### config.mk
export PLATFORM = sky130hd
export DESIGN_NAME = ahb_uart_slave
export DESIGN_NICKNAME = d
export VERILOG_FILES = /design/src/rtl/ahb_uart_pkg.sv /design/src/rtl/sync_fifo.sv /design/src/rtl/ahb_uart_slave.sv
export SDC_FILE = /design/constraint.sdc
export NUM_CORES = 1
export LEC_CHECK = 0
export ABC_AREA = 1
export BUFFER_PORTS_ARGS = -buffer_cell sky130_fd_sc_hd__buf_4
export CAP_MARGIN = 20
export CORE_MARGIN = 4
export CORE_UTILIZATION = 55
export DETAILED_ROUTE_END_ITERATION = 6
export PLACE_DENSITY = 0.74
export RECOVER_POWER = 100
export SYNTH_ARGS = -nofsm -noshare
export SYNTH_HDL_FRONTEND = slang
export SYNTH_SLANG_ARGS = --single-unit
### constraint.sdc
create_clock -name clk -period 5.5 [get_ports clk]
set_clock_uncertainty 0.2 [all_clocks]
set_input_delay 1.1 -clock clk [delete_from_list [all_inputs] [get_ports clk]]
set_output_delay 1.1 -clock clk [all_outputs]
set_load 0.02 [all_outputs]
### src/rtl/ahb_uart_pkg.sv
// ahb_uart_pkg: register map, STATUS/CTRL bit indices, HTRANS encodings and TX FSM states for ahb_uart_slave
package ahb_uart_pkg;
  localparam int OFF_DATA = 'h0;
  localparam int OFF_STATUS = 'h4;
  localparam int OFF_CTRL = 'h8;
  localparam int ST_TX_FULL = 0;
  localparam int ST_TX_EMPTY = 1;
  localparam int ST_RX_FULL = 2;
  localparam int ST_RX_EMPTY = 3;
  localparam int ST_RX_OVR = 4;
  localparam int ST_TX_DROP = 5;
  localparam int CTRL_RX_IE = 0;
  localparam int CTRL_TX_IE = 1;
  typedef enum logic [1:0] {HT_IDLE, HT_BUSY, HT_NONSEQ, HT_SEQ} htrans_e;
  typedef enum logic [1:0] {TX_IDLE, TX_SEND, TX_BUSY, TX_DRAIN} tx_state_e;
endpackage

### src/rtl/sync_fifo.sv
// sync_fifo: WIDTH x DEPTH FIFO (push/din in, combinational head dout, full/empty out); push while full is accepted only with a same-cycle pop
module sync_fifo #(
  parameter int WIDTH = 8,
  parameter int DEPTH = 16
) (
  input  logic             clk,
  input  logic             n_rst,
  input  logic             push,
  input  logic             pop,
  input  logic [WIDTH-1:0] din,
  output logic [WIDTH-1:0] dout,
  output logic             full,
  output logic             empty
);
  localparam int AW = $clog2(DEPTH);
  logic [AW:0] wptr, rptr;
  logic [WIDTH-1:0] mem [DEPTH];
  logic do_push, do_pop;
  assign empty = wptr == rptr;
  assign full = (wptr[AW] != rptr[AW]) && (wptr[AW-1:0] == rptr[AW-1:0]);
  assign dout = mem[rptr[AW-1:0]];
  assign do_pop = pop & ~empty;
  assign do_push = push & (~full | do_pop);
  always_ff @(posedge clk or negedge n_rst)
    if (!n_rst) begin
      wptr <= '0;
      rptr <= '0;
    end else begin
      if (do_push) wptr <= wptr + 1'b1;
      if (do_pop) rptr <= rptr + 1'b1;
    end
  always_ff @(posedge clk)
    if (do_push) mem[wptr[AW-1:0]] <= din;
endmodule

### src/rtl/ahb_uart_slave.sv
// ahb_uart_slave: zero-wait AHB-lite slave (HSEL/HADDR/HTRANS/HWRITE/HWDATA in, HRDATA out) feeding uart_in/uart_in_valid from a TX FIFO and filling an RX FIFO from uart_out/uart_out_valid, with sticky errors and irq
module ahb_uart_slave
  import ahb_uart_pkg::*;
#(
  parameter int FIFO_DEPTH = 16,
  parameter int ADDR_W = 4
) (
  input  logic              clk,
  input  logic              n_rst,
  input  logic              HSEL,
  input  logic [ADDR_W-1:0] HADDR,
  input  logic [1:0]        HTRANS,
  input  logic              HWRITE,
  input  logic [2:0]        HSIZE,
  input  logic [31:0]       HWDATA,
  input  logic              HREADY,
  output logic [31:0]       HRDATA,
  output logic              HREADYOUT,
  output logic              HRESP,
  output logic [7:0]        uart_in,
  output logic              uart_in_valid,
  input  logic              tx_ready,
  input  logic [7:0]        uart_out,
  input  logic              uart_out_valid,
  output logic              irq
);
  localparam logic [ADDR_W-3:0] A_DATA = (ADDR_W-2)'(OFF_DATA >> 2);
  localparam logic [ADDR_W-3:0] A_STATUS = (ADDR_W-2)'(OFF_STATUS >> 2);
  localparam logic [ADDR_W-3:0] A_CTRL = (ADDR_W-2)'(OFF_CTRL >> 2);
  tx_state_e state;
  logic dp_valid, dp_write, capture;
  logic [ADDR_W-3:0] dp_addr;
  logic wr_data, wr_status, wr_ctrl, rd, rd_data;
  logic tx_full, tx_empty, tx_pop, rx_full, rx_empty, rx_pop;
  logic [7:0] tx_head, rx_head;
  logic rx_ovr, tx_drop;
  logic [1:0] ctrl;
  logic [5:0] status;
  logic unused_bits;
  assign HREADYOUT = 1'b1;
  assign HRESP = 1'b0;
  assign unused_bits = ^{HSIZE, HADDR[1:0], HWDATA[31:8]};
  assign capture = HSEL & HTRANS[1] & HREADY;
  assign rd = dp_valid & ~dp_write;
  assign rd_data = rd & (dp_addr == A_DATA);
  assign wr_data = dp_valid & dp_write & (dp_addr == A_DATA);
  assign wr_status = dp_valid & dp_write & (dp_addr == A_STATUS);
  assign wr_ctrl = dp_valid & dp_write & (dp_addr == A_CTRL);
  assign tx_pop = state == TX_SEND;
  assign rx_pop = rd_data & ~rx_empty;
  sync_fifo #(.WIDTH(8), .DEPTH(FIFO_DEPTH)) u_tx_fifo (
    .clk, .n_rst, .push(wr_data), .pop(tx_pop), .din(HWDATA[7:0]),
    .dout(tx_head), .full(tx_full), .empty(tx_empty)
  );
  sync_fifo #(.WIDTH(8), .DEPTH(FIFO_DEPTH)) u_rx_fifo (
    .clk, .n_rst, .push(uart_out_valid), .pop(rx_pop), .din(uart_out),
    .dout(rx_head), .full(rx_full), .empty(rx_empty)
  );
  always_comb begin
    status = '0;
    status[ST_TX_FULL] = tx_full;
    status[ST_TX_EMPTY] = tx_empty;
    status[ST_RX_FULL] = rx_full;
    status[ST_RX_EMPTY] = rx_empty;
    status[ST_RX_OVR] = rx_ovr;
    status[ST_TX_DROP] = tx_drop;
  end
  always_comb
    HRDATA = !rd ? '0 :
             dp_addr == A_DATA ? {24'h0, rx_empty ? 8'h00 : rx_head} :
             dp_addr == A_STATUS ? {26'h0, status} :
             dp_addr == A_CTRL ? {30'h0, ctrl} : '0;
  always_ff @(posedge clk or negedge n_rst)
    if (!n_rst) begin
      dp_valid <= 1'b0;
      dp_write <= 1'b0;
      dp_addr <= '0;
    end else begin
      dp_valid <= capture;
      if (capture) begin
        dp_write <= HWRITE;
        dp_addr <= HADDR[ADDR_W-1:2];
      end
    end
  // Sticky bits: a same-cycle set beats the write-1-to-clear
  always_ff @(posedge clk or negedge n_rst)
    if (!n_rst) begin
      rx_ovr <= 1'b0;
      tx_drop <= 1'b0;
      ctrl <= '0;
      irq <= 1'b0;
    end else begin
      rx_ovr <= (uart_out_valid & rx_full & ~rx_pop) | (rx_ovr & ~(wr_status & HWDATA[ST_RX_OVR]));
      tx_drop <= (wr_data & tx_full & ~tx_pop) | (tx_drop & ~(wr_status & HWDATA[ST_TX_DROP]));
      ctrl <= wr_ctrl ? HWDATA[1:0] : ctrl;
      irq <= (ctrl[CTRL_RX_IE] & ~rx_empty) | (ctrl[CTRL_TX_IE] & tx_empty);
    end
  // One strobe per byte, then wait for the UART to go busy and idle again
  always_ff @(posedge clk or negedge n_rst)
    if (!n_rst) begin
      state <= TX_IDLE;
      uart_in_valid <= 1'b0;
      uart_in <= 8'h00;
    end else begin
      case (state)
        TX_IDLE:
          if (!tx_empty && tx_ready) begin
            state <= TX_SEND;
            uart_in_valid <= 1'b1;
            uart_in <= tx_head;
          end
        TX_SEND: begin
          state <= TX_BUSY;
          uart_in_valid <= 1'b0;
        end
        TX_BUSY: if (!tx_ready) state <= TX_DRAIN;
        TX_DRAIN: if (tx_ready) state <= TX_IDLE;
        default: state <= TX_IDLE;
      endcase
    end
endmodule

; ---- Word level (Yosys, flattened, before mapping)
; Memories as Yosys holds them, arrays and structs flattened. A register that Yosys moved wholly into a read port is not among the register bits.
; Cells that the tools add are included.
[word_totals]
ff_bits = 32
ram_bits = 256
inputBits = 56
output_inout_bits = 44
elab_cells = 96
mem_count = 2
[classes]
addsub = 4
eq_ne = 14
n_mux = 15
bitwise_logic = 37
reduce_logical = 11
[mem_list]
columns = name, words, word_bits, rd, rd_clocked_by_memory_dff, wr, line
row1 = u_rx_fifo.mem, 16, 8, 1, 0, 1, sync_fifo.sv:17  ; logic [WIDTH-1:0] mem [DEPTH];
row2 = u_tx_fifo.mem, 16, 8, 1, 1, 1, sync_fifo.sv:17
[ops]
columns = cell, n
row1 = 2-to-1 mux 8 bit, 3
row2 = AND 1 bit, 23
row3 = adder 5 x 1 -> 5 bit (second input constant), 4
row4 = == test 5 bit, 2
row5 = NOT 1 bit, 9
row6 = == test 4 bit, 2
row7 = 2-to-1 mux 2 bit, 4
row8 = one-hot mux 2 bit (4 select lines), 1
row9 = == test 2 bit (second input constant), 3
row10 = 2-to-1 mux 6 bit, 1
row11 = != test 2 bit (second input constant), 3
row12 = 2-to-1 mux 1 bit, 5
row13 = OR 1 bit, 5
row14 = == test 2 x 1 -> 1 bit (second input constant), 2
row15 = logical NOT 2 bit, 2
row16 = AND reduction 2 bit, 2
row17 = logical AND 1 bit, 3
row18 = AND reduction 3 bit, 1
row19 = logical NOT 1 bit, 2
row20 = != test 1 bit, 2
row21 = one-hot mux 1 bit (2 select lines), 1
row22 = nonzero test 2 bit, 1

; ---- Logic depth before layout (Yosys ltp)
[depth]
ltp_word = 9
mapped_depth = 12
mapped_depth_nobuf = 10

; ---- By module
; A second synthesis with hierarchy kept.
[unflattened]
cells_unflattened = 1197
hier_area_um2 = 13050.0
[by_module_without_submodules]
columns = module, n_inst, cells_each, area_per_inst_um2, seq_area_each_um2
row1 = sync_fifo, 2, 512, 5853.1, 4093.9
row2 = ahb_uart_slave, 1, 173, 1343.8, 500.5

; ---- Worst setup path after synthesis
; OpenSTA, ideal clock, no wires.
[synth_path]
path_type = register to output
from = register u_rx_fifo.rptr[1]
to = output HRDATA[0]
arrival_time_ns = 1.497
required_time_ns = 4.200
path_slack_ns = 2.703
stages_incl_launch_ff = 12
n_path_buf = 2
path_cell_list = dfrtp_1 -> buf_2 -> inv_1 -> buf_2 -> nand3_1 -> nand2_1 -> nand2_1 -> nand2_1 -> inv_1 -> nand2_1 -> nand2_1 -> a21oi_1
[synth_via]
elab_chain_cells = 4
word_cells_on_any_way = 5
classes_between = eq/ne (1) / mux (3) / memory (1)
[synth_rtl]
columns = element, line
row1 = from (decl), sync_fifo.sv:16  ; logic [AW:0] wptr, rptr;
row2 = from (signal assigned), sync_fifo.sv:30  ; if (do_pop) rptr <= rptr + 1'b1;
row3 = memory read (16 x 8 bit) or == test 5 bit (tied branches), -
row4 = 2-to-1 mux 8 bit (*) (2 in series), ahb_uart_slave.sv:70  ; dp_addr == A_DATA ? {24'h0, rx_empty ? 8'h00 : rx_head} :
row5 = 2-to-1 mux 8 bit (*), ahb_uart_slave.sv:69  ; HRDATA = !rd ? '0 :
row6 = to (decl), ahb_uart_slave.sv:17  ; output logic [31:0] HRDATA,
; Every way passes the cells marked *; elsewhere a longest branch is shown, timed or not.

; ---- Worst setup path in the final report
[layout_path]
from = register u_rx_fifo.rptr[0]
to = output HRDATA[5]
; The elaborated chain is that of the path after synthesis.

==> results.md <==
* Run status: finished with violations
* Violated checks: max-capacitance violations, max-slew violations
* Latest clock arrival within the worst-skew pair at around 0.56 ns
* Relative slew margins at -94.4%
* R2R Path Start: u_tx_fifo.rptr[0]$_DFFE_PN0P_
* Hold slack at 0.289 ns
* Class of the tightest hold or removal check: register to register
* Synth cell types at 33
* Number of cells on the worst hold path at 2
* Worst slack at placement at 2.07 ns
* Startpoint type of the worst setup path: register
* Number of enable-type register cells in the synthesized netlist at about 260
* HPWL after detailed placement at around 17 mm
* H-tree levels at 1
* Dpl cells at 1551
* Maximum net fanout on the critical path at 36
* Primary flip-flop cell chosen by synthesis mapping: edfxtp_1
* Number of rows created at floorplan at 56
* Post-route ant nets at 0
* Achievable clock frequency at approximately 220 MHz
* Effective utilization at floorplan at 55.8%
* Fraction of the yosys area taken by sequential cells at roughly two thirds
* Placeable core area at roughly 23000 sq um
* IO Pins at 100
* Cell-internal power at roughly 4.6 mW
* Switching Fraction at between 30% and 40%
* Critical path arrival at about 3.3 ns
* Global-route wire length before repair at 43.5 mm
* Total power per unit cell area at between 400 and 500 nW/um^2
* Final Hold Violating Endpoints at 0
* Area growth, synth to finish at 9.97%
* Weighted congestion reported at the end of routability-driven placement at ~0.9
* Count of buffers inserted at the top-level ports at 43
* Final WS setup at roughly 0.94 ns
* Fraction of layout cells with a size suffix above 1 at roughly 6.3%
* Overall fraction of global-route tracks in use at approximately a fifth
* Endpoint of the lowest-slack register-to-register path: uart_in[5]$_DFFE_PN0P_
* Worst IR Drop VDD at 354 uV
* Endpoint, Worst Hold: uart_in[7]$_DFFE_PN0P_
* Clock group share of total power at between 30% and 40%
* Unrepaired setup endpoints after global routing: no
* Slew Viols, Final at approximately 110
* Die ar. at between 20000 and 30000 sq um
* Cell Area, Placed at between 10000 and 15000 sq um
* Final non-filler cell area at ~14000 sq um
* Utilization of the core after routing at 61.4%
* TritonCTS Buffers at 31
* Sequential share of power at 39.5%
* Synth area leader: edfxtp_1
* Post-layout minimum cycle time at between 4 and 5 ns
* Total number of clock tree sinks at 296
* Post-synthesis instance total at roughly 1200
* Period utilisation layout at roughly 83%
* First-pass iteration count of the detailed router at 5
* CTS Hold Buffers Added at 0
* Via count of the first global-routing pass at between 8000 and 9000
* Die Span X at ~160 um
* Critical Path Sink Type: output port
* Async set-or-reset flop fraction in the synthesized netlist at a little over an eighth
* Setup slack on the worst flop-to-flop path at ~1.1 ns
* Static power due to leakage at ~5.6 nW
* Average wire length per cell after detail routing at approximately 17 um
* Portion of synthesized cell area occupied by the leading cell type at roughly three fifths
* Vias after detailed routing at 8541
* Net count reported at finish at ~1300
* Total congestion overflow after global routing at 0
* Net Switching at ~2.4 mW
* Average cell area after synthesis at about 11 sq um
* Flop and latch count out of synthesis at a little under 300
* Hold path startpoint: uart_in[7]$_DFFE_PN0P_
* Quantity of gates resized following cts at 0
* Number of antenna violations at the first check in global routing at 0
* Antenna Diode Count at 0
* Die Height at 162 um
* Number of endpoints failing setup at the final stage at 0
* Top post-synthesis cells by area: edfxtp_1, nand2_1, dfrtp_1
* Initial DRC count at a little over 800
* Worst Setup Path Type: register to output port
* Layout Cells excl Fill at between 1500 and 2000
* R2R cell count at 11
* Cells traversed along the worst timing path: inv_1 -> buf_12 -> nand2_1 -> a21oi_1 -> nand3_1 -> nand2_1 -> inv_2 -> nand2_1 -> nand2_1 -> clkbuf_1
* Number of fill cells at between 1500 and 2000
* Deepest clock path buffer count at 3
* Part of the power in combinational logic at between 20 and 30%
* DR DRC count at 0
* Number of warning messages in the yosys log at 0
* Data required time at the worst endpoint at approximately 4.2 ns
* TritonCTS clock tree: yes
* Dominant cell type by count on the critical path: nand2_1
* Detail-routed via count per cell at between 5 and 6
* Area of the mapped netlist at about 13000 sq um
* Clock root buffer: clkbuf_16
* Transition time at the pin with the least slew margin at about 2.9 ns
* Largest net degree at the start of global routing at 68
* Clock-pin slew on the worst setup and hold paths at about 0.060 ns
* Slowest CP cell: inv_1
* Total of max-cap violations at 2
* Final routed wirelength across all metal layers at about 28 mm
* Setup total negative slack at 0 ns
* Stage delay of the slowest cell on the critical path at 0.58 ns
* Setup fix buffers added after clock tree synthesis at 0
* Design Power at between 7 and 8 mW
[flip-flops by register name, summed over array words and instances, names as in the netlist, 2 cells and up]
| signal | cells |
|---|---|
| state | 2 |
| uart_in | 8 |
| u_rx_fifo.mem | 128 |
| dp_addr | 2 |
| u_rx_fifo.rptr | 5 |
| u_rx_fifo.wptr | 5 |
| u_tx_fifo.rptr | 5 |
| ctrl | 2 |
| u_tx_fifo.wptr | 5 |
| u_tx_fifo.mem | 128 |
[power by group through the flow]
stage	sequential (mW)	clock (mW)	combinational (mW)
floorplan	2.81	0	1.54
global placement	2.81	0	2.02
detailed placement	2.81	0	2.08
CTS	2.77	2.23	2.11
global route	2.79	2.33	2.30
finish	2.77	2.21	2.03
[worst max-delay path by stage]
stage                                        startpoint        end  slack [ns]  cells past startpoint
after global routing      u_rx_fifo.rptr[0]$_DFFE_PN0P_  HRDATA[5]        0.67                     10
after CTS                 u_rx_fifo.rptr[0]$_DFFE_PN0P_  HRDATA[3]        1.46                      9
after detailed placement  u_rx_fifo.rptr[0]$_DFFE_PN0P_  HRDATA[3]        2.07                      8
after floorplan           u_rx_fifo.rptr[1]$_DFFE_PN0P_  HRDATA[0]        2.70                     11
final                     u_rx_fifo.rptr[0]$_DFFE_PN0P_  HRDATA[5]        0.94                     10
after global placement    u_rx_fifo.rptr[0]$_DFFE_PN0P_  HRDATA[3]        2.09                      9
[layout by cell type (no fill, tap or decap), drive strengths merged, types with 2 or more instances in the layout]
master / synthesis / final
dfrtp: 40 / 40
clkinv: 4 / 20
xor2: 14 / 14
edfxtp: 256 / 256
o22ai: 4 / 4
inv: 104 / 105
xnor2: 7 / 7
clkbuf: 11 / 68
a21oi: 13 / 13
o21ai: 124 / 124
nand3: 78 / 78
ha: 15 / 15
clkinvlp: 0 / 3
nand2: 276 / 276
buf: 65 / 13
conb: 2 / 26
bufinv: 0 / 7
nor2: 192 / 192
o211ai: 24 / 24
or2: 2 / 2
[cells in the mapped netlist, drive strengths merged (7+ instances only)]
cell type  instances
xnor2              7
o21ai            124
edfxtp           256
inv              104
nand2            276
ha                15
buf               65
a21oi             13
o211ai            24
xor2              14
dfrtp             40
clkbuf            11
nor2             192
nand3             78
[logic make-up (layout without fill, tap and decap cells)]
family / count (synthesis) / after routing / synth area share [%]
and+or+nand+nor: 549 / 549 / 17.0
DFF: 296 / 296 / 66.3
buffers and inverters: 184 / 216 / 6.69
AOI/OAI and AO/OA: 166 / 166 / 7.03
xor gates and xnor gates: 21 / 21 / 1.40
adders and majority gates: 15 / 15 / 1.43
other: 2 / 26 / 0.0573
muxes: 1 / 1 / 0.0764
[layer usage]
metal | vias up | track usage (%) | share of wire, %
met2 | 278 | 35.4 | 50
met4 | 0 | 7.46 | 3.5
met1 | 4066 | 27.9 | 41
met5 | - | 0 | 0
li1 | 4138 | - | -
met3 | 59 | 2.86 | 5.4
[critical path, delay by kind of cell, from the launching register on]
family	cells	cell delay, ns
buffers and inverters	4	1.18
AND/OR/NAND/NOR	5	0.82
flip-flops	1	0.40
AO/OA/AOI/OAI	1	0.28
[final cells by class]
class	count	area (sq um)	area share, %
inverter	108	405	2.81
timing repair buffer	50	253	1.75
clock buffer	31	776	5.38
tap	319	399	2.77
sequential	296	8690	60.3
multi-input combinational	778	3560	24.7
clock inverter	27	328	2.27
Note: power is estimated with default switching activity, not from simulation.
